[src/rtl/fetch_queue.sv]
`default_nettype none
// ============================================================================
//  Module   : fetch_queue
//  Purpose  : Instruction fetch stage. Owns the PC, issues word requests over
//             a grant/response handshake and buffers returned words in a
//             2-entry in-order queue toward decode. Optional misaligned
//             redirect trap is enabled by defining FETCH_MISALIGN_TRAP_EN.
//  Revision : 1.0  initial release
// ============================================================================
module fetch_queue #(
    parameter logic [31:0] RESET_PC = 32'h0000_0000
) (
    input  logic        clk,
    input  logic        rst,
    output logic        imem_req,
    output logic [31:0] imem_addr,
    input  logic        imem_gnt,
    input  logic        imem_rvalid,
    input  logic [31:0] imem_rdata,
    input  logic        redirect,
    input  logic [31:0] redirect_pc,
    output logic        id_valid,
    input  logic        id_ready,
    output logic [31:0] id_instr,
    output logic [31:0] id_pc,
    output logic [31:0] id_pc_plus4,
    output logic        fetch_misalign
);

    localparam logic [31:0] c_NOP = 32'h0000_0013;

    logic [31:0] r_pc;
    logic        r_head;
    logic        r_tail;
    logic [1:0]  r_alloc;
    logic [1:0]  r_filled;
    logic [31:0] r_slot_pc    [2];
    logic [31:0] r_slot_instr [2];
    logic [2:0]  r_drop_cnt;

    logic        w_halt;
    logic        w_full;
    logic        w_grant;
    logic        w_head_valid;
    logic        w_pop;
    logic        w_drop;
    logic        w_fill_idx;
    logic        w_fill;
    logic [2:0]  w_unfilled;
    logic [2:0]  w_drop_next;
    logic [31:0] w_redirect_pc;

`ifdef FETCH_MISALIGN_TRAP_EN
    logic r_halt;
    logic r_misalign;
    logic w_misalign_evt;

    assign w_misalign_evt = redirect && (redirect_pc[1:0] != 2'b00);
    assign w_halt         = r_halt;
    assign fetch_misalign = r_misalign;
    assign w_redirect_pc  = {redirect_pc[31:2], 2'b00};

    // Sticky until reset: a misaligned target stops all further fetching.
    always_ff @(posedge clk) begin
        if (rst) begin
            r_halt     <= 1'b0;
            r_misalign <= 1'b0;
        end else if (w_misalign_evt) begin
            r_halt     <= 1'b1;
            r_misalign <= 1'b1;
        end
    end
`else
    logic w_unused_lsbs;

    assign w_unused_lsbs  = ^redirect_pc[1:0];
    assign w_halt         = 1'b0;
    assign fetch_misalign = 1'b0;
    assign w_redirect_pc  = {redirect_pc[31:2], 2'b00};
`endif

    assign w_full       = &r_alloc;
    assign imem_req     = !rst && !w_halt && !redirect && !w_full;
    assign imem_addr    = r_pc;
    assign w_grant      = imem_req && imem_gnt;

    assign w_head_valid = r_alloc[r_head] && r_filled[r_head];
    assign w_pop        = w_head_valid && id_ready;

    // Slots fill in allocation order, so the oldest unfilled one is either
    // the head or the slot right behind it.
    assign w_fill_idx   = (r_alloc[r_head] && !r_filled[r_head]) ? r_head : ~r_head;
    assign w_drop       = imem_rvalid && (r_drop_cnt != 3'd0);
    assign w_fill       = imem_rvalid && !w_drop && !redirect
                          && r_alloc[w_fill_idx] && !r_filled[w_fill_idx];

    assign w_unfilled   = {2'b00, r_alloc[0] & ~r_filled[0]}
                        + {2'b00, r_alloc[1] & ~r_filled[1]};

    // On redirect every outstanding response (pending drops plus unfilled
    // slots) becomes stale; the one arriving this cycle is discarded now.
    always_comb begin
        w_drop_next = r_drop_cnt;
        if (redirect) begin
            w_drop_next = r_drop_cnt + w_unfilled - {2'b00, imem_rvalid};
        end else if (w_drop) begin
            w_drop_next = r_drop_cnt - 3'd1;
        end
    end

    always_ff @(posedge clk) begin
        if (rst) begin
            r_pc       <= RESET_PC;
            r_head     <= 1'b0;
            r_tail     <= 1'b0;
            r_drop_cnt <= 3'd0;
        end else begin
            r_drop_cnt <= w_drop_next;
            if (redirect) begin
                r_pc   <= w_redirect_pc;
                r_head <= 1'b0;
                r_tail <= 1'b0;
            end else begin
                if (w_grant) begin
                    r_pc   <= r_pc + 32'd4;
                    r_tail <= ~r_tail;
                end
                if (w_pop) begin
                    r_head <= ~r_head;
                end
            end
        end
    end

    always_ff @(posedge clk) begin
        if (rst) begin
            r_alloc  <= 2'b00;
            r_filled <= 2'b00;
            for (int i = 0; i < 2; i++) begin
                r_slot_pc[i]    <= 32'd0;
                r_slot_instr[i] <= c_NOP;
            end
        end else if (redirect) begin
            r_alloc  <= 2'b00;
            r_filled <= 2'b00;
        end else begin
            for (int i = 0; i < 2; i++) begin
                if (w_grant && (r_tail == 1'(i))) begin
                    r_alloc[i]   <= 1'b1;
                    r_filled[i]  <= 1'b0;
                    r_slot_pc[i] <= r_pc;
                end else if (w_pop && (r_head == 1'(i))) begin
                    r_alloc[i]  <= 1'b0;
                    r_filled[i] <= 1'b0;
                end
                if (w_fill && (w_fill_idx == 1'(i))) begin
                    r_filled[i]     <= 1'b1;
                    r_slot_instr[i] <= imem_rdata;
                end
            end
        end
    end

    assign id_valid    = w_head_valid;
    assign id_instr    = w_head_valid ? r_slot_instr[r_head] : c_NOP;
    assign id_pc       = r_slot_pc[r_head];
    assign id_pc_plus4 = id_pc + 32'd4;

endmodule
`default_nettype wire

[config.mk]
export PLATFORM = sky130hd
export DESIGN_NAME = fetch_queue
export DESIGN_NICKNAME = d
export VERILOG_FILES = /design/src/rtl/fetch_queue.sv
export SDC_FILE = /design/constraint.sdc
export NUM_CORES = 1
export LEC_CHECK = 0
export BUFFER_PORTS_ARGS = -buffer_cell sky130_fd_sc_hd__buf_2
export CAP_MARGIN = 25
export CORE_MARGIN = 3
export CORE_UTILIZATION = 58
export CTS_BUF_LIST = sky130_fd_sc_hd__clkbuf_16
export CTS_CLUSTER_SIZE = 24
export DETAILED_ROUTE_END_ITERATION = 7
export GPL_TIMING_DRIVEN = 0
export PLACE_DENSITY = 0.93
export SKIP_CTS_REPAIR_TIMING = 1
export SLEW_MARGIN = 10
export SYNTH_ARGS = -nofsm -noshare
export SYNTH_HDL_FRONTEND = slang
export SYNTH_SLANG_ARGS = --single-unit
[constraint.sdc]
create_clock -name clk -period 6.3 [get_ports clk]
set_clock_uncertainty 0.1 [all_clocks]
set_input_delay 0.63 -clock clk [delete_from_list [all_inputs] [get_ports clk]]
set_output_delay 0.63 -clock clk [all_outputs]
set_load 0.05 [all_outputs]
==> results of run 1 <==
-- power breakdown --
group	internal, W	switching, W
Sequential	0.00121	0.0000365
Combinational	0.0000883	0.000235
Clock	0.000660	0.000408
-- registers in the layout (all words and copies together) (netlist names), named ones only --
name,count
imem_addr,30
r_tail,1
r_drop_cnt,3
r_alloc,2
r_slot_pc,60
r_slot_instr,64
r_filled,2
r_head,1
-- final timing paths --
kind	startpoint	to	slack [ps]	cells past startpoint
setup reg to reg	imem_addr[7]	imem_addr[21]	3530	6
setup / recovery	register	id_pc_plus4[20]	730	13
hold / removal	redirect_pc[2]	imem_addr[2]	370	3
hold reg to reg	r_tail	r_tail	380	2
-- cell families (layout without fill, tap and decap cells) --
kind of cell               count (synthesis)  count (layout)  synth area share
muxes                                     62              62            0.0800
adders and majority gates                  9               9            0.0159
DFF                                      164             164             0.563
AOI/OAI and AO/OA                        106             106            0.0863
buffers and inverters                     72             294            0.0383
other                                      1               7          0.000467
xor gates and xnor gates                  30              30            0.0327
and+or+nand+nor                          279             279             0.183
-- critical path, cell delays in order (launching register included) --
cell and delay (ps):
sky130_fd_sc_hd__dfxtp_1 390, sky130_fd_sc_hd__buf_2 290, sky130_fd_sc_hd__buf_2 340, sky130_fd_sc_hd__buf_1 580
sky130_fd_sc_hd__clkbuf_1 490, sky130_fd_sc_hd__mux2i_1 220, sky130_fd_sc_hd__inv_1 110, sky130_fd_sc_hd__ha_1 270
sky130_fd_sc_hd__inv_1 60, sky130_fd_sc_hd__a211oi_1 520, sky130_fd_sc_hd__nand3_1 370, sky130_fd_sc_hd__nor3b_1 340
sky130_fd_sc_hd__xnor2_1 150, sky130_fd_sc_hd__buf_2 280
-- cell usage in the layout (no fill, tap or decap), types with 4 or more instances in the layout --
master,synthesis,routed
sky130_fd_sc_hd__nand3_1,30,30
sky130_fd_sc_hd__buf_4,7,7
sky130_fd_sc_hd__conb_1,1,7
sky130_fd_sc_hd__o21ai_0,17,17
sky130_fd_sc_hd__xor2_1,6,6
sky130_fd_sc_hd__dfxtp_1,40,40
sky130_fd_sc_hd__clkbuf_16,0,17
sky130_fd_sc_hd__or3_1,9,9
sky130_fd_sc_hd__and3_1,32,32
sky130_fd_sc_hd__and2_1,33,33
sky130_fd_sc_hd__nand4b_1,4,4
sky130_fd_sc_hd__a21oi_1,31,31
sky130_fd_sc_hd__a22oi_1,7,7
sky130_fd_sc_hd__o211ai_1,7,7
sky130_fd_sc_hd__ha_1,7,7
sky130_fd_sc_hd__edfxtp_1,124,124
sky130_fd_sc_hd__a31oi_1,11,11
sky130_fd_sc_hd__mux2i_1,44,44
sky130_fd_sc_hd__nor3_1,10,10
sky130_fd_sc_hd__nand2_1,45,45
sky130_fd_sc_hd__clkbuf_1,32,32
sky130_fd_sc_hd__nor2_1,61,61
sky130_fd_sc_hd__nor4_1,10,10
sky130_fd_sc_hd__buf_2,3,193
sky130_fd_sc_hd__nand3b_1,6,6
sky130_fd_sc_hd__mux2_2,18,18
sky130_fd_sc_hd__a21o_1,4,4
sky130_fd_sc_hd__nand2b_1,10,7
sky130_fd_sc_hd__inv_1,26,29
sky130_fd_sc_hd__xnor2_1,24,24
sky130_fd_sc_hd__bufinv_16,0,4
sky130_fd_sc_hd__nand4_1,14,14
-- stage by stage --
step / util / hold slack, ps / total power [W]
finish: 0.735 / 371 / 0.00264
global route: 0.735 / 379 / 0.00272
CTS: 0.735 / 352 / 0.00264
detailed placement: 0.689 / 379 / 0.00159
global placement: 0.689 / 357 / 0.00158
floorplan: - / 345 / 0.00149
-- cell type report --
cell class	count	area, um2
Tap cell	176	220
Sequential cell	164	4520
Multi-Input combinational cell	493	3230
Inverter	26	97.6
Fill cell	955	3550
Buffer	46	210
Clock inverter	15	189
Timing Repair Buffer	190	951
Clock buffer	17	425
-- metal layers --
metal  wire length [um]  vias to the layer above
met5                  0                        -
li1                   -                     3091
met2               9990                      408
met4                431                        0
met3               1800                       49
met1               8290                     3144
==> results list, run 1 <==
* Worst setup slack after placement: roughly 1200 ps
* Final setup violating endpoints: 0
* Cells after Synth: 723
- In this run the count of I/O pins placed on the die edge is roughly 200.
- Clock sink total: between 150 and 200
- In the post-synthesis netlist, the cell with the most instances is sky130_fd_sc_hd__edfxtp_1.
- Entering global routing, the biggest net connects 33 pins.
- First DRT Iteration DRCs: 705
* Final instance area: ~9900 um2
- For this run, global-route usage on met1 was measured as 0.365.
- Number of maximum-capacitance violations: 0
- Global route total overflow: 0
- Setup repair after global routing missed its margin: no
- TritonCTS created 17 clock buffers.
- The worst setup path is captured at an output pin.
* Max H-tree Level: 4
* # port buffers: 190
- The floorplan step defined a die boundary enclosing 15,300 um2.
- The floorplan has 42 rows.
- In this run, synthesis inferred between 100 and 150 flip-flops with an integrated enable.
* Fin crit share: 0.883
* CP max FO: 10
* Fraction of layout instances using a drive strength above 1: 0.270
- After synthesis, the mean cell area works out to between 10 and 15 um2.
- Measured against its own limit, the worst slew margin works out to 0.420.
- Excluding fillers, the count of instances in the completed layout stands at 1,127.
- Synth-to-Final Area Change: 22.6%
- The share of synthesized area in the top cell type comes to 0.463.
* Outcome: complete, no violations
- Via count of the first global-routing pass: approximately 6,000
- For this run, the number of Yosys warnings is 0.
* Horizontal die dimension: roughly 120 um
- Clock tree from TritonCTS: built
- In this run the standard cell core region covers ~13,000 um2.
- Pwr/cell area: 268 nW/um2
* Antenna-violating nets left: 0
* Number of different library cells in the post-synthesis netlist: 56
- For this configuration, the core starts out at a cell density of 0.600.
- Net count of the finished layout: between 1,000 and 1,500
* Remaining DRCs: 0
- Final critical delay including setup and external delays: between 5000 and 6000 ps
- The worst setup path is of the register to output pin kind.
- Fmax: about 0.18 GHz
- Measured along the y axis, the die boundary spans roughly 120 um.
* Top FF cell, synth: sky130_fd_sc_hd__edfxtp_1
* Tightest Hold Check Type: primary input to register
- Crit path launch type: register
- The count of final hold-check violations came to 0.
- Across every metal layer, demand over resource in global routing totals 0.266.
- Ranked by total cell area, the synthesized netlist is headed by sky130_fd_sc_hd__edfxtp_1 46%, sky130_fd_sc_hd__dfxtp_1 10%, sky130_fd_sc_hd__mux2i_1 5.5%.
- Dividing the detail-routed wire length by the instance count gives approximately 18 um.
- At the pin with the least slew margin, the transition time is 871 ps.
* Number of antenna violations at the first check in global routing: 0
- Total iterations of the first detailed-routing run: 6
- Via-per-instance ratio: ~6
* Number of placed cells counting well taps: roughly 1,100
- Final Max Tran Viols: 0
- The largest total area in the synthesized netlist belongs to sky130_fd_sc_hd__edfxtp_1.
- Required time of the critical path: ~5600 ps
- After synthesis the netlist holds a flip-flop and latch count of around 160.
* Detailed-route via count: 6,692
* Final wirelength: between 20 and 25 mm
- Worst Path Arrival: roughly 4800 ps
- Leakage: ~4 nW
* Clock transition at the registers of the reported paths: about 60 ps
* Netlist area before placement: 8040 um2
- GRT busiest layer: met2
- Detailed placement finished with a half-perimeter wire length of ~15 mm.
* Share of flip-flops with an asynchronous set or reset after synthesis: 0
- Worst-case setup margin in the final layout: 735 ps
* Root buf cell: sky130_fd_sc_hd__clkbuf_16
- The number of antenna diodes in the final layout is 0.
- Instance area at placement: roughly 9200 um2
- The longest clock path from root to sink contains 2 buffers.
* Met2 track demand over resource in global routing: 0.426
- In the final timing run, aggregate negative setup slack is 0 ps.
- In the global route stage, met3 resource usage came out at 0.0609.
- The congestion estimate from routability-driven global placement came to 0.961.
* First-pass GRT wire length: approximately 31 mm
- Clock latency on the worst-skew pair, taken at its later pin, is 420 ps.
- Of the synthesized area, sequential elements account for 0.563.
- Commonest cells post-synth: 124 x sky130_fd_sc_hd__edfxtp_1, 61 x sky130_fd_sc_hd__nor2_1, 45 x sky130_fd_sc_hd__nand2_1
* Largest vdd supply drop: roughly 0.16 mV
Power figures use the tool's default switching activity.
==> run 2, diff against run 1 <==
--- a/config.mk
+++ b/config.mk
@@ -8,12 +8,12 @@
 export BUFFER_PORTS_ARGS = -buffer_cell sky130_fd_sc_hd__buf_2
 export CAP_MARGIN = 25
 export CORE_MARGIN = 3
-export CORE_UTILIZATION = 58
+export CORE_UTILIZATION = 54
 export CTS_BUF_LIST = sky130_fd_sc_hd__clkbuf_16
 export CTS_CLUSTER_SIZE = 24
 export DETAILED_ROUTE_END_ITERATION = 7
 export GPL_TIMING_DRIVEN = 0
-export PLACE_DENSITY = 0.93
+export PLACE_DENSITY = 0.88
 export SKIP_CTS_REPAIR_TIMING = 1
 export SLEW_MARGIN = 10
 export SYNTH_ARGS = -nofsm -noshare
==> constraint.sdc (replaced) <==
create_clock -name clk -period 5.8 [get_ports clk]
set_clock_uncertainty 0.1 [all_clocks]
set_input_delay 0.58 -clock clk [delete_from_list [all_inputs] [get_ports clk]]
set_output_delay 0.58 -clock clk [all_outputs]
set_load 0.05 [all_outputs]
==> run 2 against run 1 <==
  * Sequential share of layout area up 0.088 points
  * Cell count grew 0.27%
  * Routed wire length is 1.5% higher
  * Non-clock buffer count down 1
  * Largest cell class unchanged
  * Register-to-register slack got worse by 590 ps
  * Total power grew 7.5%
  * Sequential power increased by 8%
  * Critical endpoint unchanged
  * Largest power group unchanged
  * Critical path type unchanged
==> results list, run 2 (synthesis results as in run 1) <==
- Outcome: complete, no violations
- Count of antenna diodes in the layout: 0 (unchanged)
- Start point of the worst hold path: redirect_pc[24]
* Commonest cells after routing, fill and taps aside: 193 x sky130_fd_sc_hd__buf_2, 124 x sky130_fd_sc_hd__edfxtp_1, 61 x sky130_fd_sc_hd__nor2_1
- Setup repair after global routing left no endpoint under its margin.
- Total global-route track usage: 0.254 (-0.0123)
- The worst IR drop on VDD came to 0.204 mV (+31%).
* Least-Margin Pin Slew: 881 ps (+10.7 ps)
* Worst R2R Start: imem_addr[7]
- Footprint of the flip-flops and latches: 4520 um2 (unchanged)
- The worst stage delay on the critical path is 520 ps (-60 ps).
* Routed length per placed instance: 18.4 um (+1.3%)
- The count of buffers inserted at the top-level ports came to 190 (unchanged).
- The total routed wirelength came to 20.8 mm (+1.5%).
- The maximum number of pins on one net before global-route repair was 33 (unchanged).
- The accumulated negative setup slack came to 0 ps (unchanged).
- Switching share of power: 0.265 (+0.00724)
* Uppermost layer routed: met4
- Fraction of layout instances using a drive strength above 1: 0.272 (+0.00134)
* Multi-input gate area in the final layout: 3230 um2 (unchanged)
- Required time of the critical path: 5120 ps (-450 ps)
* Buffer depth of the longest clock path: 2 (unchanged)
* Fin Hold WS: 318 ps (-52.7 ps)
- Count of endpoints failing hold in the final timing report: 0 (unchanged)
- Sequence of cells on the critical path: buf_2 > buf_2 > clkbuf_1 > mux2i_1 > inv_1 > ha_1 > inv_1 > a211oi_1 > nand3_1 > nor3b_1 > xnor2_1 > buf_2
- The number of antenna violations at the first check in global routing is 0 (unchanged).
- Via count of the first global-routing pass: 6,295 (+3.1%)
- Met2 wire length: 9.96 mm (-0.26%)
- The number of buffers added by the clock tree synthesis step is 17 (unchanged).
- From synthesis to final layout, the design area changed by 22.4%.
- The flip-flop count of the largest register, all copies and words added was 64 (unchanged).
- The internal power was 0.00208 W (+6.4%).
* CP max FO: 19 (+9)
- Static timing analysis puts the maximum clock frequency at around 0.20 GHz.
* Gp weighted congestion: 0.937 (-2.5%)
* Clock transition at the registers of the reported paths: 60 ps (about the same)
- Comb power frac: 0.124 (+0.002)
- Type of the setup path with the least slack: register to output pin
- The total number of vias was 6,633 (-0.88%).
- The residual overflow from global routing came to 0 (unchanged).
* Number of cell rows: 43 (+2.4%)
- The number of endpoints failing setup at the final stage is 0 (unchanged).
- The min-delay analysis places its worst path in the category primary input to register.
* Horizontal die dimension: 128 um (+3.5%)
- Length of routed met3 wiring: 1.80 mm (-0.11%)
- The switching power was 0.000750 W (+11%).
* Final Max Tran Viols: 0 (unchanged)
- Max H-tree Level: 4 (unchanged)
- Ports: 201 (unchanged)
- Fill cell total of the finished layout: 1,085 (+14%)
* Insertion delay of the later-clocked pin in the worst-skew pair: 420 ps (about the same)
* Final critical delay including setup and external delays: 5120 ps
- Register with the most flip-flops: r_slot_instr
* Initial core utilization: 0.566 (-0.0339)
- The sink count of the clock tree is 164 (unchanged).
- Antenna-violating nets left: 0 (unchanged)
- The post-route met1 wirelength is 8.52 mm (+2.7%).
- The floorplan die height is 128 um (+3.5%).
* Highest-delay cell along the critical path: sky130_fd_sc_hd__a211oi_1
* Reg power frac: 0.477 (+0.005)
* First DRT Iteration DRCs: 649 (-7.9%)
- Total die area: 16,400 um2 (+7.0%)
* Clock tree from TritonCTS: built
- Nature of the critical path endpoint: output pin
- The relative contribution of the clock network to total power came to 0.398 (-0.007).
- The estimated wirelength of the detail-placed design was 15.3 mm (+2.7%).
- The average via count per standard cell is 5.87 (-1.1%).
- The number of max-cap violations was 0 (unchanged).
- Root buf cell: sky130_fd_sc_hd__clkbuf_16
- Pwr/cell area: 288 nW/um2 (+7.7%)
* Worst Path Arrival: 4440 ps (-400 ps)
- Commonest non-fill, non-tap cell in the layout: sky130_fd_sc_hd__buf_2
- The number of iterations in the first detailed-routing pass was 6 (unchanged).
- The worst-case headroom to the max-slew limit is 0.413 (-0.00715).
* Leakage: 4.00 nW (-0.42%)
* Core outline area: 14,200 um2 (+6.0%)
- The remaining routing DRC violations was 0 (unchanged).
- The global-route wire length before repair is 32.3 mm (+3.6%).
* Crit path launch type: register
- Of the available clock period, the critical path in the final layout requires 0.882.
* Most prevalent standard cell on the critical path: sky130_fd_sc_hd__buf_2
- Net count of the finished layout: 1,016 (-0.098%)
## run 2: cell types whose count changed in the layout (fill, tap and decap cells not counted)
cell and change:
sky130_fd_sc_hd__bufinv_16 -1, sky130_fd_sc_hd__buf_1 -1, sky130_fd_sc_hd__clkinvlp_4 +3, sky130_fd_sc_hd__clkinv_4 -1, sky130_fd_sc_hd__clkinv_2 +1, sky130_fd_sc_hd__clkinv_1 -1, sky130_fd_sc_hd__clkinvlp_2 -1
## run 2: cell type report
type	instances	area share
Timing Repair Buffer	190	0.0967
Clock inverter	15	0.0172
Sequential cell	164	0.460
Clock buffer	17	0.0433
Buffer	45	0.0210
Inverter	26	0.00993
Multi-Input combinational cell	493	0.329
Tap cell	180	0.0229
## run 2: worst paths after layout
check,end,slack [ps],cells after the start
worst max-delay path,id_pc_plus4[20],680,12
worst min-delay path,imem_addr[24],320,3
worst max register to register,imem_addr[21],2940,6
worst min register to register,r_tail,370,2
## run 2: layer usage
metal,track usage,vias to the layer above
met4,0.0874,0
met1,0.343,3115
li1,-,3081
met5,0,-
met2,0.413,386
met3,0.0483,51
## run 2: worst max-delay path, delay by kind of cell (launching register included)
kind / cells / cell delay (ps)
multiplexers: 1 / 250
flip-flops: 1 / 390
XOR/XNOR: 1 / 140
adder cells (fa/ha/maj): 1 / 280
AND/OR/NAND/NOR: 2 / 750
AO/OA/AOI/OAI: 1 / 520
buffers and inverters: 6 / 1670
## run 2: power groups by stage
| stage | combinational [W] | sequential [W] | clock, W |
|---|---|---|---|
| floorplan | 0.000216 | 0.00140 | 0 |
| global route | 0.000376 | 0.00136 | 0.00118 |
| CTS | 0.000351 | 0.00135 | 0.00113 |
| global placement | 0.000345 | 0.00137 | 0 |
| detailed placement | 0.000349 | 0.00138 | 0 |
| finish | 0.000352 | 0.00135 | 0.00113 |
## run 2: through the flow
stage | setup slack [ps] | instance area [um2] | cells | utilization | total power [W]
after floorplan | 536 | 8060 | 729 | - | 0.00162
after global placement | 719 | 9230 | 1099 | 0.650 | 0.00172
after detailed placement | 726 | 9240 | 1099 | 0.651 | 0.00172
after CTS | 258 | 9840 | 1131 | 0.692 | 0.00283
after global routing | 193 | 9830 | 1130 | 0.692 | 0.00292
final | 684 | 9830 | 1130 | 0.692 | 0.00283
